$ cat config.mk
export PLATFORM = sky130hd
export DESIGN_NAME = seg_scan_decoder
export DESIGN_NICKNAME = d
export VERILOG_FILES = /design/src/rtl/seg_pkg.sv /design/src/rtl/seg_pattern_decode.sv /design/src/rtl/seg_scan_decoder.sv
export SDC_FILE = /design/constraint.sdc
export NUM_CORES = 1
export LEC_CHECK = 0
export ABC_CLOCK_PERIOD_IN_PS = 5100
export CORE_MARGIN = 2
export CORE_UTILIZATION = 55
export DETAILED_ROUTE_END_ITERATION = 10
export PLACE_DENSITY = 0.81
export RECOVER_POWER = 100
export SYNTH_ARGS = -nofsm -noshare
export SYNTH_HDL_FRONTEND = slang
export SYNTH_HIERARCHICAL = 1
export SYNTH_SLANG_ARGS = --single-unit
$ cat constraint.sdc
create_clock -name clk -period 5.1 [get_ports clk]
set_input_delay 0.765 -clock clk [delete_from_list [all_inputs] [get_ports clk]]
set_output_delay 0.765 -clock clk [all_outputs]
set_load 0.005 [all_outputs]
$ cat src/rtl/seg_pkg.sv
// seg_pkg: shared constants for the seven-segment scan decoder.
//   - segment bit indices within a sampled byte {a,b,c,d,e,f,g,dp}
//   - 7-bit segment patterns (a..g) for hex digits 0-F, blank and minus
//   - 5-bit digit codes for blank, minus and undecodable patterns
//   - is_onehot(): digit-enable validity check
package seg_pkg;

  localparam int unsigned SEG_A  = 7;
  localparam int unsigned SEG_B  = 6;
  localparam int unsigned SEG_C  = 5;
  localparam int unsigned SEG_D  = 4;
  localparam int unsigned SEG_E  = 3;
  localparam int unsigned SEG_F  = 2;
  localparam int unsigned SEG_G  = 1;
  localparam int unsigned SEG_DP = 0;

  // Patterns are {a,b,c,d,e,f,g}
  localparam logic [6:0] PAT_0     = 7'b1111110;
  localparam logic [6:0] PAT_1     = 7'b0110000;
  localparam logic [6:0] PAT_2     = 7'b1101101;
  localparam logic [6:0] PAT_3     = 7'b1111001;
  localparam logic [6:0] PAT_4     = 7'b0110011;
  localparam logic [6:0] PAT_5     = 7'b1011011;
  localparam logic [6:0] PAT_6     = 7'b1011111;
  localparam logic [6:0] PAT_7     = 7'b1110000;
  localparam logic [6:0] PAT_8     = 7'b1111111;
  localparam logic [6:0] PAT_9     = 7'b1111011;
  localparam logic [6:0] PAT_A     = 7'b1110111;
  localparam logic [6:0] PAT_B     = 7'b0011111;
  localparam logic [6:0] PAT_C     = 7'b1001110;
  localparam logic [6:0] PAT_D     = 7'b0111101;
  localparam logic [6:0] PAT_E     = 7'b1001111;
  localparam logic [6:0] PAT_F     = 7'b1000111;
  localparam logic [6:0] PAT_BLANK = 7'b0000000;
  localparam logic [6:0] PAT_MINUS = 7'b0000001;

  localparam logic [4:0] CODE_BLANK = 5'd16;
  localparam logic [4:0] CODE_MINUS = 5'd17;
  localparam logic [4:0] CODE_ERR   = 5'd31;

  function automatic logic is_onehot(input logic [7:0] v);
    return (v != '0) && ((v & (v - 8'd1)) == '0);
  endfunction

endpackage

$ cat src/rtl/seg_pattern_decode.sv
// seg_pattern_decode: combinational segment-byte decoder.
// Ports:
//   pattern [7:0] in  : sampled segments {a,b,c,d,e,f,g,dp}, active-high
//   code    [4:0] out : 0-15 for hex digits, 16 blank, 17 minus, 31 otherwise
//   dp            out : decimal-point bit, passed through
//   err           out : pattern did not match any known character
module seg_pattern_decode
  import seg_pkg::*;
(
  input  logic [7:0] pattern,
  output logic [4:0] code,
  output logic       dp,
  output logic       err
);

  logic [6:0] segs;

  assign segs = pattern[SEG_A:SEG_G];
  assign dp   = pattern[SEG_DP];

  always_comb begin
    code = CODE_ERR;
    err  = 1'b0;
    unique case (segs)
      PAT_0:     code = 5'd0;
      PAT_1:     code = 5'd1;
      PAT_2:     code = 5'd2;
      PAT_3:     code = 5'd3;
      PAT_4:     code = 5'd4;
      PAT_5:     code = 5'd5;
      PAT_6:     code = 5'd6;
      PAT_7:     code = 5'd7;
      PAT_8:     code = 5'd8;
      PAT_9:     code = 5'd9;
      PAT_A:     code = 5'd10;
      PAT_B:     code = 5'd11;
      PAT_C:     code = 5'd12;
      PAT_D:     code = 5'd13;
      PAT_E:     code = 5'd14;
      PAT_F:     code = 5'd15;
      PAT_BLANK: code = CODE_BLANK;
      PAT_MINUS: code = CODE_MINUS;
      default: begin
        code = CODE_ERR;
        err  = 1'b1;
      end
    endcase
  end

endmodule

$ cat src/rtl/seg_scan_decoder.sv
// seg_scan_decoder: recovers an 8-digit frame from a multiplexed
// seven-segment display scan.
// Parameters:
//   STABLE_CYC  : identical consecutive samples needed to accept a digit
//   TIMEOUT_CYC : cycles without an acceptance before scan_lost sets
// Ports:
//   clk, rst (sync, active-high)
//   seg_en [7:0]  : digit enables, nominally one-hot
//   seg0   [7:0]  : segments for digits 7..4; seg1 [7:0]: digits 3..0
//   frame_digits [39:0] : digit i code in [5i+4:5i]
//   frame_dp [7:0], frame_valid (1-cycle pulse), frame_err
//   scan_lost : only when SEG_SCAN_TIMEOUT_EN is defined
// Build option: SEG_SCAN_TIMEOUT_EN adds the lost-scan timeout.
module seg_scan_decoder
  import seg_pkg::*;
#(
  parameter int unsigned STABLE_CYC  = 4,
  parameter int unsigned TIMEOUT_CYC = 1048576
) (
  input  logic        clk,
  input  logic        rst,
  input  logic [7:0]  seg_en,
  input  logic [7:0]  seg0,
  input  logic [7:0]  seg1,
  output logic [39:0] frame_digits,
  output logic [7:0]  frame_dp,
  output logic        frame_valid,
  output logic        frame_err
`ifdef SEG_SCAN_TIMEOUT_EN
  ,
  output logic        scan_lost
`endif
);

  localparam int unsigned SW = $clog2(STABLE_CYC + 1);
  localparam logic [SW-1:0] STABLE_MAX = SW'(STABLE_CYC);

  logic [7:0]    en_q, s0_q, s1_q;
  logic [7:0]    prev_en, prev_pat;
  logic [SW-1:0] stab_cnt, stab_next;
  logic [2:0]    idx;
  logic [7:0]    pat_sel;
  logic          sample_ok, same, accept, latch;
  logic [4:0]    dec_code;
  logic          dec_dp, dec_err;
  logic [39:0]   work_digits;
  logic [7:0]    work_dp, seen, seen_nx;
  logic          work_err, err_nx;

  seg_pattern_decode u_decode (
    .pattern (pat_sel),
    .code    (dec_code),
    .dp      (dec_dp),
    .err     (dec_err)
  );

  always_comb begin
    idx = '0;
    for (int unsigned i = 0; i < 8; i++) begin
      if (en_q[i]) idx = 3'(i);
    end
  end

  assign sample_ok = is_onehot(en_q);
  assign pat_sel   = idx[2] ? s0_q : s1_q;
  assign same      = (en_q == prev_en) && (pat_sel == prev_pat);
  assign latch     = (seen == 8'hFF);

  // Counter saturates at STABLE_MAX; acceptance fires only on the transition
  // into STABLE_MAX so a held sample is accepted exactly once.
  always_comb begin
    stab_next = '0;
    if (sample_ok) begin
      if (same && stab_cnt != '0)
        stab_next = (stab_cnt == STABLE_MAX) ? stab_cnt : stab_cnt + SW'(1);
      else
        stab_next = SW'(1);
    end
  end

  assign accept = sample_ok && (stab_next == STABLE_MAX) &&
                  !(same && stab_cnt == STABLE_MAX);

`ifdef SEG_SCAN_TIMEOUT_EN
  localparam int unsigned TW = $clog2(TIMEOUT_CYC + 1);
  localparam logic [TW-1:0] TMO_LAST = TW'(TIMEOUT_CYC - 1);
  localparam logic [TW-1:0] TMO_FULL = TW'(TIMEOUT_CYC);

  logic [TW-1:0] tmo_cnt;
  logic          tmo_hit;

  assign tmo_hit = !accept && (tmo_cnt == TMO_LAST);

  always_ff @(posedge clk) begin
    if (rst) begin
      tmo_cnt   <= '0;
      scan_lost <= 1'b0;
    end else if (accept) begin
      tmo_cnt   <= '0;
      scan_lost <= 1'b0;
    end else begin
      if (tmo_cnt != TMO_FULL) tmo_cnt <= tmo_cnt + TW'(1);
      if (tmo_hit) scan_lost <= 1'b1;
    end
  end
`else
  // TIMEOUT_CYC only matters when the timeout is built in.
  logic unused_timeout;
  assign unused_timeout = (TIMEOUT_CYC == 0);
`endif

  // Latch clears the mask first so an acceptance in the same cycle
  // lands in the next frame.
  always_comb begin
    seen_nx = latch ? '0 : seen;
    err_nx  = latch ? 1'b0 : work_err;
    if (accept) begin
      seen_nx[idx] = 1'b1;
      err_nx       = err_nx | dec_err;
    end
`ifdef SEG_SCAN_TIMEOUT_EN
    if (tmo_hit) seen_nx = '0;
`endif
  end

  always_ff @(posedge clk) begin
    if (rst) begin
      en_q         <= '0;
      s0_q         <= '0;
      s1_q         <= '0;
      prev_en      <= '0;
      prev_pat     <= '0;
      stab_cnt     <= '0;
      work_digits  <= '0;
      work_dp      <= '0;
      work_err     <= 1'b0;
      seen         <= '0;
      frame_digits <= '0;
      frame_dp     <= '0;
      frame_valid  <= 1'b0;
      frame_err    <= 1'b0;
    end else begin
      en_q        <= seg_en;
      s0_q        <= seg0;
      s1_q        <= seg1;
      prev_en     <= en_q;
      prev_pat    <= pat_sel;
      stab_cnt    <= stab_next;
      frame_valid <= 1'b0;
      if (latch) begin
        frame_digits <= work_digits;
        frame_dp     <= work_dp;
        frame_err    <= work_err;
        frame_valid  <= 1'b1;
      end
      if (accept) begin
        work_digits[5*int'(idx) +: 5] <= dec_code;
        work_dp[idx]                  <= dec_dp;
      end
      seen     <= seen_nx;
      work_err <= err_nx;
    end
  end

endmodule

==> results of run 1 <==
## registers in the layout (all words and copies together), names as in the netlist
register,flops
stab_cnt,3
frame_err,1
work_digits,40
prev_pat,8
frame_valid,1
work_dp,8
work_err,1
frame_dp,8
s1_q,8
frame_digits,40
s0_q,8
prev_en,8
en_q,8
seen,8
## worst register-to-register path: cells and delay by family (launching register included)
family / cells / cell delay, ns
XOR/XNOR: 1 / 0.17
AO/OA/AOI/OAI: 2 / 0.90
multiplexers: 2 / 0.56
AND/OR/NAND/NOR: 3 / 1.49
buffers and inverters: 1 / 0.24
flip-flops: 1 / 0.47
## metal layers
layer | wire (um) | track usage | vias to the layer above
met5 | 0 | 0 | -
met4 | 220 | 0.0789 | 0
met3 | 568 | 0.0466 | 19
met2 | 6670 | 0.361 | 119
met1 | 6680 | 0.305 | 2431
li1 | - | - | 2579
## final cells by class
cell class              count  area, um^2  share of cell area
well taps                 147         184              0.0234
inverters                  17        63.8             0.00812
clock buffers              20         447              0.0568
multi-input cells         521        3290               0.419
flip-flops and latches    150        3000               0.382
clock inverters            12         106              0.0135
repair buffers             78         767              0.0976
## logic make-up (layout without fill, tap and decap cells)
| group | after synthesis | in the layout | synth area share |
|---|---|---|---|
| AO/OA/AOI/OAI | 99 | 99 | 0.0925 |
| XOR/XNOR | 23 | 23 | 0.0301 |
| adder cells (fa/ha/maj) | 5 | 5 | 0.00934 |
| buffers and inverters | 67 | 127 | 0.0491 |
| flip-flops | 150 | 150 | 0.448 |
| multiplexers | 53 | 53 | 0.0811 |
| AND/OR/NAND/NOR | 341 | 341 | 0.290 |
## power by group through the flow
| stage | clock network, uW | logic [uW] | registers, uW |
|---|---|---|---|
| final | 1170 | 220 | 1210 |
| after CTS | 1180 | 226 | 1210 |
| after floorplan | 0 | 185 | 1230 |
| after detailed placement | 0 | 225 | 1230 |
| after global placement | 0 | 219 | 1230 |
| after global routing | 1230 | 241 | 1210 |
## worst paths after layout
path	slack, ns	cells after the start	endpoint
hold reg to reg	0.45	2	frame_dp[4]
setup / recovery	1.18	9	work_digits[32]
hold / removal	0.45	2	frame_dp[4]
setup reg to reg	1.18	9	work_digits[32]
## cell usage in the layout, fill, tap and decap left out, types with 4 or more instances in the layout
cell type,instances
dfxtp_1,150
nand2_1,142
a21oi_1,63
nand2b_1,57
mux2i_1,53
dlygate4sd3_1,50
nor2b_1,41
clkdlybuf4s50_1,24
nor2_1,20
inv_1,17
clkbuf_16,17
nand4_1,16
xor2_1,14
nor3_1,11
xnor2_1,9
o21ai_0,9
nor3b_1,7
clkinvlp_4,7
nor4_1,6
nand3b_1,5
nand4_4,5
ha_1,5
nand3_1,4
or3_1,4
## per-stage QoR
step	setup WS, ns	std cells
after detailed placement	1.49	913
after floorplan	2.34	738
after global placement	1.67	913
final	1.18	945
after global routing	0.933	945
after CTS	1.49	945
==> impl_metrics.env, run 1 <==
export IMPL_clock_power_share=0.450
export IMPL_netlist_instances=738
export IMPL_drc=0
export IMPL_rsz0062_at_grt="no"
export IMPL_synth_area_leaders="dfxtp_1 (45%), nand2_1 (8.0%), mux2i_1 (7.8%)"
export IMPL_yosys_most_used_dff="dfxtp_1"
export IMPL_rows=40
export IMPL_switching_power_uw=640
export IMPL_p_per_area_nw_per_um2=330
export IMPL_p_leak_uw=0.00323
export IMPL_pwr_share_seq=0.466
export IMPL_fin_crit_sh=0.768
export IMPL_nets=816
export IMPL_relSlewSlack=-1.03
export IMPL_routed_wl_um=14100
export IMPL_grt_overflow_total=0
export IMPL_critPathRequiredTime_ns=5.44
export IMPL_coreArea_um2=12000
export IMPL_switching_share=0.246
export IMPL_cpMaxStageDelayCell="or4_1"
export IMPL_ios=76
export IMPL_netlist_area_um2=6700
export IMPL_critPathTopFamily="simple AND/OR/NAND/NOR gates"
export IMPL_htree_num_levels=4
export IMPL_rr_startpoint="en_q[7]"
export IMPL_synth_seq_area_share=0.448
export IMPL_postCtsSetupBuffers=0
export IMPL_initialDrtViolationCount=355
export IMPL_slowest_delay_ns=0.90
export IMPL_synth_cell_types=64
export IMPL_cts_tree="done"
export IMPL_synth_area_leader_cell="dfxtp_1"
export IMPL_layout_drive_gt1_share=0.0664
export IMPL_cts_clk_slew_worst_paths_ns=0.06
export IMPL_holdCritStartpoint="frame_dp[4]"
export IMPL_cts_sinks=150
export IMPL_maxCapViolCount=1
export IMPL_die_h_um=114
export IMPL_gp_congestion=0.810
export IMPL_hpwl_um=9840
export IMPL_ctsHoldBuffers=0
export IMPL_violations="max-capacitance violations, max-slew violations"
export IMPL_hold_ws_ns=0.448
export IMPL_via_per_inst=5.45
export IMPL_cpMostUsedCell="mux2i_1"
export IMPL_drtPass1Iterations=4
export IMPL_crit_start="en_q[7]"
export IMPL_ctsResizeCount=0
export IMPL_synth_warnings=6
export IMPL_io_buffers=75
export IMPL_synth_edf_count=0
export IMPL_status="complete, but fails checks"
export IMPL_setup_tns_final_ns=0
export IMPL_start_kind="flip-flop"
export IMPL_drv_slew=60
export IMPL_antenna_found_initial=0
export IMPL_ant_nets=0
export IMPL_num_antenna_cells=0
export IMPL_grt_usage=0.226
export IMPL_setup_viol=0
export IMPL_max_freq_mhz=255
export IMPL_yosysMostFrequentCell="dfxtp_1"
export IMPL_routedWlPerCell_um=15.0
export IMPL_critPathKind="reg -> reg"
export IMPL_async_flop_share=0
export IMPL_cts_buffers=17
export IMPL_total_power_uw=2600
export IMPL_vias=5148
export IMPL_peakVddDrop_uv=182
export IMPL_fillers=966
export IMPL_die_w_um=114
export IMPL_fp_dieArea_um2=13100
export IMPL_grt_max_degree=114
export IMPL_area_delta_synth_final_pct=17.4
export IMPL_hold_class="reg -> reg"
export IMPL_clk_latency_ns=0.42
export IMPL_grt_pass1_wl_um=23500
export IMPL_grt_pass1_vias=4973
export IMPL_cts_buffer_depth=2
export IMPL_placed_area_um2=7400
export IMPL_arrival_ns=4.26
export IMPL_path_max_fanout=17
export IMPL_final_hold_viol_count=0
export IMPL_final_area_um2=7860
export IMPL_synth_top_area_frac=0.448
export IMPL_internal_power_uw=1960
export IMPL_start_util=0.560
export IMPL_ys_ff_latch=150
export IMPL_cp_end_kind="flip-flop"
export IMPL_cp_cell_sequence="or4_1, mux2i_1, inv_1, nor2_1, xnor2_1, o221ai_1, o311ai_0, nand2b_1, mux2i_1"
export IMPL_fin_skew_ns=0.0138
export IMPL_power_frac_comb=0.085
export IMPL_synth_net_count=769
export IMPL_cts_root_buf="clkbuf_16"
export IMPL_synthTopCellsByCount="dfxtp_1 (150), nand2_1 (142), a21oi_1 (63)"
export IMPL_post_route_util=0.657
export IMPL_period_needed_ns=3.92
export IMPL_cp_num_buf_inv=1
export IMPL_worstMarginPinSlew_ns=3.05
export IMPL_syn_area_per_cell_um2=9.08
No activity file was read; power rests on OpenSTA's default activity.
==> inputs of run 2 (changes only) <==
ABC_CLOCK_PERIOD_IN_PS = 3800   (was 5100)
clock period = 3.8 ns   (was 5.1 ns; I/O delays follow)
==> run 2 against run 1 <==
The run still ends with max-capacitance violations, max-slew violations left; die area did not move; sequential cell count did not move; global-route usage increased by 0.42 points; largest cell class unchanged.
==> impl_metrics.env, run 2 (synthesis results as in run 1) <==
export IMPL_hold_ws_ns=0.449
export IMPL_setup_ws_ns=0.309
export IMPL_ant_nets=0
export IMPL_start_kind="flip-flop"
export IMPL_rsz0062_at_grt="no"
export IMPL_clk_latency_ns=0.42
export IMPL_postCtsSetupBuffers=0
export IMPL_ctsResizeCount=0
export IMPL_fp_dieArea_um2=13100
export IMPL_top_regs="frame_digits x40, work_digits x40"
export IMPL_maxCapViolCount=2
export IMPL_relSlewSlack=-0.258
export IMPL_io_buffers=75
export IMPL_fin_crit_sh=0.919
export IMPL_ios=76
export IMPL_drc=0
export IMPL_setup_tns_final_ns=0
export IMPL_multi_input_area_um2=3320
export IMPL_grt_usage=0.230
export IMPL_coreArea_um2=12000
export IMPL_drtPass1Iterations=5
export IMPL_placed_area_um2=7460
export IMPL_max_freq_mhz=286
export IMPL_cts_buffer_depth=2
export IMPL_final_area_um2=7950
export IMPL_peakVddDrop_uv=213
export IMPL_violations="max-capacitance violations, max-slew violations"
export IMPL_critPathRequiredTime_ns=4.15
export IMPL_cts_clk_slew_worst_paths_ns=0.06
export IMPL_die_h_um=114
export IMPL_cp_cell_sequence="or4_1, mux2i_1, inv_1, nor2_1, xnor2_1, o221ai_2, o311ai_1, nand2b_1, mux2i_1"
export IMPL_whs_path_depth=2
export IMPL_cts_root_buf="clkbuf_16"
export IMPL_cpMaxStageDelayCell="or4_1"
export IMPL_nets=824
export IMPL_fin_skew_ns=0.00998
export IMPL_drv_slew=148
export IMPL_critPathKind="reg -> reg"
export IMPL_cpMostUsedCell="mux2i_1"
export IMPL_hold_class="reg -> reg"
export IMPL_p_per_area_nw_per_um2=441
export IMPL_routedWlPerCell_um=15.3
export IMPL_grt_overflow_total=0
export IMPL_path_max_fanout=13
export IMPL_p_leak_uw=0.00329
export IMPL_arrival_ns=3.84
export IMPL_cts_buffers=17
export IMPL_vias=5239
export IMPL_htree_num_levels=4
export IMPL_layout_drive_gt1_share=0.0806
export IMPL_cts_tree="done"
export IMPL_reg2regPathDepth=9
export IMPL_mostFrequentLayoutCell="dfxtp_1"
export IMPL_via_per_inst=5.50
export IMPL_gp_congestion=0.848
export IMPL_grt_pass1_vias=4906
export IMPL_fillers=943
export IMPL_cp_end_kind="flip-flop"
export IMPL_initialDrtViolationCount=364
export IMPL_ctsHoldBuffers=0
export IMPL_worstMarginPinSlew_ns=1.89
export IMPL_final_hold_viol_count=0
export IMPL_total_power_uw=3500
export IMPL_mostFrequentLayoutCells="dfxtp_1 (150), nand2_1 (142), a21oi_1 (63)"
export IMPL_period_needed_ns=3.49
export IMPL_setup_viol=0
export IMPL_grt_pass1_wl_um=23700
export IMPL_grt_max_degree=88
export IMPL_ff_latch_area_um2=3000
export IMPL_rows=40
export IMPL_cts_sinks=150
export IMPL_die_w_um=114
export IMPL_antenna_found_initial=0
export IMPL_area_delta_synth_final_pct=18.7
export IMPL_routed_wl_um=14600
export IMPL_hpwl_um=9970
export IMPL_num_antenna_cells=0
export IMPL_start_util=0.560
export IMPL_status="complete, but fails checks"
export IMPL_slowest_delay_ns=0.81
export IMPL_dp_slack_ns=0.435
[run 2: cell types whose count changed in the layout (fill, tap and decap cells not counted), moves of 3 or more]
cell,previous run,this run
inv_8,0,4
buf_4,3,9
inv_6,0,6
clkinvlp_4,7,2
clkbuf_2,0,3
[run 2: layer usage]
metal,part of all wire,vias up,GRT usage
met1,0.46,2468,0.299
met3,0.048,17,0.0498
met2,0.48,151,0.379
met5,0,-,0
met4,0.011,0,0.0813
li1,-,2603,-
[run 2: cell type report]
| cell class | count | share of cell area |
|---|---|---|
| flip-flops and latches | 150 | 0.378 |
| inverters | 17 | 0.00803 |
| well taps | 147 | 0.0231 |
| repair buffers | 86 | 0.104 |
| multi-input cells | 521 | 0.418 |
| clock buffers | 18 | 0.0540 |
| clock inverters | 14 | 0.0159 |
[run 2: power breakdown]
group	internal [uW]	switching (uW)	leakage, uW
logic	127	189	0.00181
registers	1600	19.0	0.00122
clock network	864	711	0.000270
[run 2: path summary, 6_finish.rpt]
kind	from	to	slack, ns
setup / recovery	en_q[7]	work_digits[33]	0.31
hold / removal	frame_dp[1]	frame_dp[1]	0.45
setup reg to reg	en_q[7]	work_digits[33]	0.31
hold reg to reg	frame_dp[1]	frame_dp[1]	0.45
[run 2: worst max-delay path: cells and delay by family, from the launching register on]
kind	cells	cell delay, ns
AOI/OAI and AO/OA	2	0.75
xor gates and xnor gates	1	0.18
buffers and inverters	1	0.25
DFF	1	0.31
muxes	2	0.54
and+or+nand+nor	3	1.38
[run 2: per-stage QoR]
stage          cells   util
6_report         953  0.665
4_1_cts          953  0.670
2_1_floorplan    738      -
3_3_place_gp     921  0.624
5_1_grt          953  0.665
3_5_place_dp     921  0.624
==> inputs of run 3 (changes only) <==
ABC_CLOCK_PERIOD_IN_PS = 3500   (was 3800)
HOLD_SLACK_MARGIN = 0.08   (was unset)
clock period = 3.5 ns   (was 3.8 ns; I/O delays follow)
==> run 3 against run 2 <==
The run still ends with max-capacitance violations, max-slew violations left; count of clock-buffer cells in the layout grew 3; total power grew 9.2%; sequential cell count did not move; first-iteration DRC count shrank 19%; via count grew 0.29%; worst hold slack improved by 0.0014 ns; largest power group unchanged.
==> impl_metrics.env, run 3 (synthesis results as in run 1) <==
export IMPL_grt_usage=0.231
export IMPL_max_freq_mhz=296
export IMPL_antenna_found_initial=0
export IMPL_p_per_area_nw_per_um2=480
export IMPL_rr_startpoint="en_q[7]"
export IMPL_status="complete, but fails checks"
export IMPL_fp_dieArea_um2=13100
export IMPL_drv_slew=153
export IMPL_rsz0062_at_grt="no"
export IMPL_whs_path_depth=2
export IMPL_die_w_um=114
export IMPL_post_route_util=0.666
export IMPL_path_max_fanout=14
export IMPL_initialDrtViolationCount=296
export IMPL_drtPass1Iterations=5
export IMPL_io_buffers=75
export IMPL_period_needed_ns=3.38
export IMPL_num_antenna_cells=0
export IMPL_worstMarginPinSlew_ns=1.91
export IMPL_rows=40
export IMPL_layout_drive_gt1_share=0.0819
export IMPL_area_delta_synth_final_pct=18.9
export IMPL_cts_root_buf="clkbuf_16"
export IMPL_top_regs="frame_digits x40, work_digits x40"
export IMPL_grt_pass1_wl_um=24200
export IMPL_setup_tns_final_ns=0
export IMPL_hold_class="reg -> reg"
export IMPL_setup_viol=0
export IMPL_holdCritStartpoint="frame_digits[32]"
export IMPL_peakVddDrop_uv=266
export IMPL_maxCapViolCount=2
export IMPL_mostFrequentLayoutCells="dfxtp_1 (150), nand2_1 (142), a21oi_1 (63)"
export IMPL_cts_tree="done"
export IMPL_critPathRequiredTime_ns=3.78
export IMPL_gp_congestion=0.890
export IMPL_vias=5254
export IMPL_ant_nets=0
export IMPL_fin_crit_sh=0.965
export IMPL_die_h_um=114
export IMPL_coreArea_um2=12000
export IMPL_dp_slack_ns=0.214
export IMPL_relSlewSlack=-0.271
export IMPL_placed_area_um2=7470
export IMPL_start_util=0.560
export IMPL_crit_start="en_q[7]"
export IMPL_grt_overflow_total=0
export IMPL_critPathKind="reg -> reg"
export IMPL_hpwl_um=10000
export IMPL_cts_buffers=17
export IMPL_fin_skew_ns=0.00936
export IMPL_mostFrequentLayoutCell="dfxtp_1"
export IMPL_cp_end_kind="flip-flop"
export IMPL_final_hold_viol_count=0
export IMPL_drc=0
export IMPL_ios=76
export IMPL_grt_pass1_vias=5106
export IMPL_violations="max-capacitance violations, max-slew violations"
export IMPL_p_leak_uw=0.00331
export IMPL_cts_buffer_depth=2
export IMPL_setup_ws_ns=0.123
export IMPL_routedWlPerCell_um=15.3
export IMPL_htree_num_levels=4
export IMPL_clk_latency_ns=0.42
export IMPL_cts_clk_slew_worst_paths_ns=0.06
export IMPL_grt_max_degree=93
export IMPL_routed_wl_um=14500
export IMPL_start_kind="flip-flop"
export IMPL_fillers=947
export IMPL_via_per_inst=5.51
export IMPL_reg2regPathDepth=9
export IMPL_cts_sinks=150
export IMPL_arrival_ns=3.65
export IMPL_nets=825
export IMPL_final_area_um2=7970
[run 3: cell count changes in the layout (fill, tap and decap cells not counted), sizes merged]
cell	delta
clkbuf	+5
buf	-1
clkinv	+6
bufinv	+1
clkinvlp	-1
inv	-10
[run 3: power breakdown]
group / internal [uW] / switching (uW) / total, uW
clock network: 1030 / 698 / 1730
registers: 1730 / 20.7 / 1750
logic: 140 / 203 / 343
[run 3: final cells by class]
class	instances	area, um^2	area share
multi-input cells	521	3320	0.417
flip-flops and latches	150	3000	0.377
repair buffers	87	823	0.103
clock buffers	21	470	0.0590
well taps	147	184	0.0231
clock inverters	10	100	0.0126
inverters	17	63.8	0.00801
[run 3: path summary, 6_finish.rpt]
path	end	slack [ns]
max	work_digits[30]	0.12
min	frame_digits[32]	0.45
max reg2reg	work_digits[30]	0.12
min reg2reg	frame_digits[32]	0.45
[run 3: worst max-delay path, stage by stage, from the launching register on]
cell and delay (ns):
dfxtp_1 0.33, or4_1 0.78, mux2i_4 0.27, inv_1 0.23, nor4_1 0.55, a22oi_1 0.21
o221ai_2 0.18, o2111ai_1 0.25, nand2b_1 0.28, mux2i_1 0.16
[run 3: stage by stage]
| stage | hold slack, ns | total power, uW | cells |
|---|---|---|---|
| final | 0.450 | 3830 | 953 |
| after CTS | 0.456 | 3850 | 953 |
| after global routing | 0.472 | 3960 | 953 |
| after floorplan | 0.432 | 2050 | 738 |
| after detailed placement | 0.448 | 2140 | 922 |
| after global placement | 0.442 | 2120 | 922 |
[run 3: layer usage]
layer  wire length [um]  track usage  vias to the layer above  share of wire
li1                   -            -                     2598              -
met1               6590        0.299                     2465           0.45
met2               6980        0.381                      166           0.48
met3                716       0.0577                       25          0.049
met4                261       0.0764                        0          0.018
met5                  0            0                        -              0
[run 3: what timing repair did]
| action | in CTS | in global routing |
|---|---|---|
| resized for setup | 0 | 3 |
| buffers inserted | 0 | 0 |
| hold buffers | 0 | 0 |
| setup endpoints to repair | 0 | 9 |
==> variant, RTL diff (settings of run 1) <==
Register the output `frame_digits` once more, with the module's reset; this adds one clock of latency there. The other outputs are not delayed to match.
--- a/src/rtl/seg_scan_decoder.sv
+++ b/src/rtl/seg_scan_decoder.sv
@@ -35,4 +35,6 @@
   localparam int unsigned SW = $clog2(STABLE_CYC + 1);
   localparam logic [SW-1:0] STABLE_MAX = SW'(STABLE_CYC);
+
+  logic [39:0] frame_digits_s0;
 
   logic [7:0]    en_q, s0_q, s1_q;
@@ -136,5 +138,5 @@
       work_err     <= 1'b0;
       seen         <= '0;
-      frame_digits <= '0;
+      frame_digits_s0 <= '0;
       frame_dp     <= '0;
       frame_valid  <= 1'b0;
@@ -149,5 +151,5 @@
       frame_valid <= 1'b0;
       if (latch) begin
-        frame_digits <= work_digits;
+        frame_digits_s0 <= work_digits;
         frame_dp     <= work_dp;
         frame_err    <= work_err;
@@ -163,4 +165,12 @@
   end
 
+  always_ff @(posedge clk) begin
+    if (rst) begin
+      frame_digits <= '0;
+    end else begin
+      frame_digits <= frame_digits_s0;
+    end
+  end
+
 endmodule
 
Behaviour: no difference found for any inputs over 10 cycles, from zero or initial values and one cycle with rst high; that may be too few to reach the edited logic, so the function may still have changed.
==> variant against run 1 <==
The flow still finishes with violations (max-capacitance violations, max-slew violations). Core utilization is 0.49 points higher. Via count is 3.4% higher. Synthesized area is 12% higher. Setup slack better by 0.20 ns. Final area is 12% higher. Wire length is 7.6% higher. Sequential power is 26% higher. Sequential cell count is 40 higher. Power is 18% higher. Critical path type unchanged. Highest routed layer unchanged.
==> variant: results (changes against run 1) <==
| Metric | Value |
|---|---|
| Status | `finished with violations (unchanged)` |
| Violated checks | `max-capacitance violations, max-slew violations (unchanged)` |
| Clock distribution power | `1320 uW (was 1170 uW)` |
| First-pass GRT wire length | `25,000 um (was 23,500 um)` |
| HPWL after detailed placement | `10,400 um (was 9840 um)` |
| Top cells by instance count after synthesis | `dfxtp_1 (190), nor2b_1 (83), nand2_1 (59) (was dfxtp_1 (150), nand2_1 (142), a21oi_1 (63))` |
| Hold WS | `0.451 ns (was 0.448 ns)` |
| Skew final | `0.0110 ns (was 0.0138 ns)` |
| P_int | `2310 uW (was 1960 uW)` |
| Seq area share | `43.2% (was 38.2%)` |
| Synth cell types | `65 (was 64)` |
| Clock latency at the later pin of the worst-skew pair | `0.44 ns (was 0.42 ns)` |
| Comb pwr share | `7.2% (was 8.5%)` |
| RD Place Congestion | `0.886 (was 0.810)` |
| Post-Route WL | `15,200 um (was 14,100 um)` |
| Row cnt | `42 (was 40)` |
| Beginning of the critical path | `en_q[4] (was en_q[7])` |
| Layout cell share with drive strength beyond 1 | `6.53% (was 6.64%)` |
| Lkg Pwr | `0.00365 uW (was 0.00323 uW)` |
| Storage element area | `3800 um^2 (was 3000 um^2)` |
| Hold path startpoint | `frame_dp[1] (was frame_dp[4])` |
| Average size of a mapped cell | `10.2 um^2 (was 9.08 um^2)` |
| Fin crit share | `72.8% (was 76.8%)` |
| Placed Area | `8230 um^2 (was 7400 um^2)` |
| TritonRoute pass-1 iters | `5 (was 4)` |
| Final slew viol count | `204 (was 60)` |
| ClkCell Share | `6.79% (was 7.03%)` |
| Worst hold endpoint | `frame_dp[1] (was frame_dp[4])` |
| Top Registers | `frame_digits x40, frame_digits_s0 x40, work_digits x40 (was frame_digits x40, work_digits x40)` |
| Num sequential | `190 (was 150)` |
| Worst Tran Pin Value | `2.09 ns (was 3.05 ns)` |
| Multi-input comb cells | `479 (was 521)` |
| Non-clk invs | `16 (was 17)` |
| Seq/Total Area, Yosys | `50.7% (was 44.8%)` |
| Arrival @ worst endpoint | `4.08 ns (was 4.26 ns)` |
| DR iter-0 viols | `436 (was 355)` |
| Pin count of the biggest net entering global routing | `116 (was 114)` |
| Fraction of area in multi-input gates | `38.1% (was 41.9%)` |
| Reg2Reg Setup Slack | `1.39 ns (was 1.18 ns)` |
| R2r startpoint | `en_q[4] (was en_q[7])` |
| Part of the power in registers | `49.6% (was 46.6%)` |
| Maxcap violations | `3 (was 1)` |
| Avg WL per Cell | `15.7 um (was 15.0 um)` |
| Dpl ws | `1.69 ns (was 1.49 ns)` |
| Signal buffers | `79 (was 78)` |
| Syn Nets | `767 (was 769)` |
| Cts repair resizes | `0 (unchanged)` |
| Non-clk buf share | `8.73% (was 9.76%)` |
| Final #Nets | `814 (was 816)` |
| Peak VDD IR | `0.230 mV (was 0.182 mV)` |
| Placed Cells | `940 (was 913)` |
==> variant: changes by cell type in the layout (fill, tap and decap cells not counted), moves of 4 or more <==
cell,before,now
nor2b_1,41,83
nor2_1,20,16
inv_6,0,5
o22a_1,0,40
clkinvlp_4,7,0
dfxtp_1,150,190
and3_1,3,7
nand4_4,5,1
a21oi_1,63,21
nand2_1,142,59
==> variant: metal layers <==
metal	GRT usage, %	part of all wire, %	up-vias
met5	0	0	-
met4	8.58	2.1	0
li1	-	-	2619
met1	29.9	47	2522
met3	4.29	5.0	27
met2	33.6	46	156
==> variant: kinds of logic after synthesis <==
family / after synthesis / synth area share [%]
and+or+nand+nor: 301 / 23.9
DFF: 190 / 50.7
AOI/OAI and AO/OA: 98 / 10.2
buffers and inverters: 67 / 4.37
muxes: 53 / 7.41
xor gates and xnor gates: 22 / 2.57
adders and majority gates: 5 / 0.834
